$ cat config.mk
export PLATFORM = sky130hd
export DESIGN_NAME = bin_to_bcd_seq
export DESIGN_NICKNAME = d
export VERILOG_FILES = /design/src/rtl/bin_to_bcd_seq.sv
export SDC_FILE = /design/constraint.sdc
export NUM_CORES = 1
export LEC_CHECK = 0
export ABC_AREA = 1
export BUFFER_PORTS_ARGS = -buffer_cell sky130_fd_sc_hd__buf_2
export CAP_MARGIN = 25
export CORE_UTILIZATION = 57
export CTS_CLUSTER_DIAMETER = 120
export DETAILED_ROUTE_END_ITERATION = 12
export HOLD_SLACK_MARGIN = 0.03
export PLACE_DENSITY = 0.8
export SLEW_MARGIN = 20
export SYNTH_ARGS = -nofsm -noshare
export SYNTH_HDL_FRONTEND = slang
export SYNTH_SLANG_ARGS = --single-unit
$ cat constraint.sdc
create_clock -name clk -period 1.6 [get_ports clk]
set_input_delay 0.32 -clock clk [delete_from_list [all_inputs] [get_ports clk]]
set_output_delay 0.32 -clock clk [all_outputs]
set_load 0.02 [all_outputs]
$ cat src/rtl/bin_to_bcd_seq.sv
// bin_to_bcd_seq: sequential 8-bit binary to 3-digit BCD converter using shift-add-3 (double dabble).
module bin_to_bcd_seq (
    input  logic        clk,
    input  logic        rst,
    input  logic        init,
    input  logic [7:0]  bin,
    output logic        busy,
    output logic        done,
    output logic [11:0] bcd
);
    typedef enum logic [1:0] {IDLE, ADJUST, SHIFT, FIN} state_t;
    state_t      state;
    logic [19:0] w;
    logic [19:0] w_adj;
    logic [3:0]  cnt;
    function automatic logic [3:0] adj(input logic [3:0] n);
        return n >= 4'd5 ? n + 4'd3 : n;
    endfunction
    always_comb w_adj = {adj(w[19:16]), adj(w[15:12]), adj(w[11:8]), w[7:0]};
    assign busy = state != IDLE;
    always_ff @(posedge clk) begin
        if (rst) begin
            state <= IDLE;
            w     <= '0;
            cnt   <= '0;
            bcd   <= '0;
            done  <= 1'b0;
        end else begin
            done <= 1'b0;
            case (state)
                IDLE: if (init) begin
                    w     <= {12'b0, bin};
                    cnt   <= 4'd8;
                    state <= ADJUST;
                end
                ADJUST: begin
                    w     <= w_adj;
                    state <= SHIFT;
                end
                SHIFT: begin
                    w     <= {w[18:0], 1'b0};
                    cnt   <= cnt - 4'd1;
                    state <= cnt == 4'd1 ? FIN : ADJUST;
                end
                FIN: begin
                    bcd   <= w[19:8];
                    done  <= 1'b1;
                    state <= IDLE;
                end
                default: state <= IDLE;
            endcase
        end
    end
endmodule
Word-level counts from Yosys, hierarchy flattened. Cells that the tools add are included.

Add/sub/neg operators: 4. Order comparisons: 3. Equality and inequality tests: 8. Muxes and demuxes: 11. Bitwise operators: 1. Reductions and logical operators: 9.

Operator list (number): 20-bit case mux with 3 select lines (1); 20-bit 2-to-1 mux (1); 4-bit 2-to-1 mux (4); 4-bit by 2-bit adder with 4-bit output (second input constant) (3); 4-bit by 3-bit >= comparator with 1-bit output (second input constant) (3); 3-bit AND reduction (4); 2-bit inequality test (second input constant) (4); 2-bit case mux with 4 select lines (1); 4-bit case mux with 2 select lines (1); 2-bit equality test (second input constant) (2); 4-bit by 1-bit equality test with 1-bit output (second input constant) (1); 2-bit 2-to-1 mux (2); 2-bit nonzero test (2); 4-bit by 1-bit subtractor with 4-bit output (second input constant) (1); 3-bit nonzero test (1); 2-bit by 1-bit equality test with 1-bit output (second input constant) (1); 2-bit logical NOT (1); 2-bit AND reduction (1); 1-bit 2-to-1 mux (1); 1-bit inverter (1).

Register bits: 39. Input port bits: 11. Output and inout bits: 14. Logic and storage cells: 44.

Longest topological paths before layout.
Word-level depth: 3. Mapped depth: 10. Gate-level depth less buffers: 9.

Worst setup path before layout. Ideal clock, no wire load.

Kind: register -> register. From: register state[0]. To: register w[1]. Setup time: 0.116 ns. Data arrival time: 1.326 ns. Data required time: 1.484 ns. Path slack: 0.158 ns. Cell stages (with the launch flop): 9. Path buffers: 1. Period minus slack after synthesis: 1.442 ns. Cells stage by stage: dfxtp_1 -> inv_1 -> ha_1 -> inv_2 -> nand2_4 -> nand2_8 -> nor2_8 -> buf_12 -> o211a_1.

Cells in the longest elaborated chain, start to end: 3. Elaborated cells between the ends (all ways): 8. Those cells by class: eq/ne: 3; mux: 1; bitwise: 1; reduce/logical: 3.

Ends and longest elaborated chain: from (decl) (RTL line 12) `state_t state;`; from (signal assigned) (RTL line 43) `state <= cnt == 4'd1 ? FIN : ADJUST;`; 2-bit equality test, or another cell as far along (RTL line 30) `case (state)`; 2-bit nonzero test (no source line), or another cell as far along; 3-bit AND reduction (no source line); to (signal assigned) (RTL line 32) `w <= {12'b0, bin};`; to (signal assigned) (RTL line 37) `w <= w_adj;`; to (signal assigned) (RTL line 41) `w <= {w[18:0], 1'b0};`; to (decl) (RTL line 13) `logic [19:0] w;`.

Parallel ways exist; a longest one is shown, timed or not. A chain may end at the register's enable or synchronous reset.

Final worst setup path.
From: register state[0]. To: output busy.

Cells in the longest elaborated chain, start to end: 1.

Ends and longest elaborated chain: 2-bit nonzero test (RTL line 20) `assign busy = state != IDLE;`; to (decl) (RTL line 7) `output logic busy,`.

Every way passes these cells.

==> results.py <==
metrics = {
    "yosys": {
        "postSynthAreaPerCell_um2": 7.70,
        "synthTopCellsByCount": "nand2_1, dfxtp_1, nand3_1",
        "synth.most_common_cell": "nand2_1",
        "syn_inst": 276,
        "syn_area_mm2": 0.00212,
        "synth-seq-cells": 39,
        "ys_seq_area_frac": 0.367,
        "yosysUniqueCellTypes": 28,
        "synth_top_area_cell": "dfxtp_1",
        "syn_nets": 299,
        "synth_flop_cell": "dfxtp_1",
        "async_flop_share": 0,
        "synth_top_area_share": 0.367,
        "synth_edf_count": 0,
        "yosysWarnings": 0,
        "synth.area.top_cells": "dfxtp_1, nand2_1, ha_1",
    },
    "power": {
        "vdd_drop_max_mv": 0.785,
        "p_leak_nw": 1.12,
        "p_per_area_mw_per_mm2": 1410,
    },
    "drt": {
        "wl_per_cell_um": 12.8,
        "drtAntennaViolNets": 0,
        "totalWireLength_um": 4490,
        "drtIter0Drc": 142,
        "vias": 1864,
        "dr.pass1.iters": 4,
        "drc_errors": 0,
        "vias_per_cell": 5.33,
    },
    "global_route": {
        "grt_pass1_wl_um": 7540,
        "grt-ovfl-total": 0,
        "grt_pass1_vias": 1697,
        "grt_antenna_before_repair": 0,
        "grt_use_total": 0.243,
        "grt_start_max_net_pins": 23,
    },
    "clock_network": {
        "cts.sinks": 39,
        "path_clk_slew_ps": 70,
        "root_buffer": "clkbuf_8",
        "cts_tree": "yes",
        "clkLatencyLatePin_ps": 300,
        "cts_hold_buffers": 0,
        "htree_levels": 2,
        "cts.path.max_buffers": 2,
        "cts_made_buffers": 5,
    },
    "die": {
        "start_util": 0.617,
        "ioPinCount": 25,
        "num_rows": 21,
        "dieArea_mm2": 0.00398,
        "die_w_um": 63.1,
        "core_area_mm2": 0.00344,
        "die_y_um": 63.1,
    },
    "timing": {
        "post-route-min-period_ps": 1510,
        "relSlewSlack": 0.806,
        "fmax_ghz": 0.661,
        "rsz0062_at_grt": "false",
        "worst-slew-pin-transition_ps": 290,
        "hold_violations": 0,
        "tns_ps": 0,
        "fin_crit_sh": 0.946,
        "finClkSkew_ps": 10.3,
        "setup_violations": 0,
        "slew_violations": 0,
    },
    "critical_path": {
        "cp.required_ps": 1280,
        "critPathMaxFanout": 4,
        "cp-end-kind": "primary output",
        "critical_path_class": "reg2out",
        "cp_cell_sequence": "inv_1, ha_2, inv_4, buf_4",
        "cp_num_buf_inv": 3,
        "cp.arrival_ps": 1190,
        "crit_family": "flip-flops",
        "r2r_setup_slack_ps": 110,
        "crit_path_start_kind": "register",
        "slowest_delay_ps": 340,
        "crit_path_top_delay_cell": "dfxtp_2",
    },
    "placement": {
        "io_buffers": 24,
        "dp_hpwl_um": 3070,
        "gp_congestion": 0.864,
    },
    "job": {
        "drv_cap": 0,
    },
    "layout": {
        "drive_gt1_frac": 0.247,
        "diodes": 0,
        "layout.nets": 327,
        "final_util": 0.704,
        "nFillCells": 300,
        "syn2layout_area_growth_pct": 14.1,
    },
    "min_path": {
        "hold_path.class": "in2reg",
    },
    "run_status": {
        "outcome": "complete, no violations",
    },
}
[flip-flops by register name, summed over array words and instances, names as in the netlist]
signal  cells
cnt         4
bcd        12
w          20
state       2
done        1
[layout make-up]
class,instances,area (um2),area share
clock buffers,6,72.6,0.0299
repair buffers,34,210,0.0867
multi-input cells,196,1150,0.475
clock inverters,1,30.0,0.0124
inverters,28,118,0.0485
flip-flops and latches,39,785,0.324
well taps,46,57.6,0.0237
[layer usage]
| metal | part of all wire | routed length [um] | up-vias | GRT usage |
|---|---|---|---|---|
| met5 | 0 | 0 | - | 0 |
| met4 | 0.021 | 94 | 0 | 0.0901 |
| met3 | 0.042 | 187 | 12 | 0.0670 |
| met2 | 0.47 | 2130 | 47 | 0.391 |
| met1 | 0.46 | 2090 | 841 | 0.307 |
| li1 | - | - | 964 | - |
[worst min-delay path: stages]
cell and delay, ps:
buf_2 100, nand3_2 70, a21oi_2 40
[final timing paths]
| kind | startpoint | end | cells past startpoint |
|---|---|---|---|
| max reg2reg | w[16]$_SDFFE_PP0P_ | w[19]$_SDFFE_PP0P_ | 9 |
| min | bin[0] | w[0]$_SDFFE_PP0P_ | 3 |
| min reg2reg | w[9]$_SDFFE_PP0P_ | w[9]$_SDFFE_PP0P_ | 2 |
| max | state[0]$_SDFFE_PP0P_ | busy | 4 |
[cells by family after synthesis]
kind of cell,share of synthesized area
buffers and inverters,0.101
DFF,0.367
adders and majority gates,0.0707
AOI/OAI and AO/OA,0.168
and+or+nand+nor,0.293
[where the power goes]
group,internal [mW],switching (mW)
clock network,0.457,0.337
logic,0.505,0.882
registers,1.14,0.0929
total,2.10,1.31
[repair_timing]
item	in CTS	in global routing
pin swaps	0	2
buffers inserted	0	1
endpoints found under the setup margin	1	12
gates resized for setup	1	10
[through the flow]
step	total power, mW	hold WS (ps)	instance area (um2)	cells	setup WS (ps)
after floorplan	2.32	444	2120	276	158
after CTS	3.36	282	2390	349	3.61
after global placement	2.52	455	2280	342	111
final	3.41	286	2420	350	86.5
after detailed placement	2.55	456	2280	342	76.5
after global routing	3.64	275	2420	350	7.42
[layout by cell type (no fill, tap or decap), types with 3 or more instances in the layout]
master    Yosys  layout
a21oi_1      21      21
inv_2         4       3
clkbuf_8      0       5
dfxtp_1      39      36
nand3_1      24      24
ha_1         12      10
o21ai_0      20      20
a21oi_2       5       5
buf_2         7      23
dfxtp_2       0       3
nand2_4       1       3
o22ai_1       3       3
nand3_2       4       4
nor2_2        4       4
nor2_4        2       3
inv_1        22      22
nand2_1      66      66
buf_4         0      10
o211a_1       7       7
nor2_1       14      13
Power figures use the tool's default switching activity.
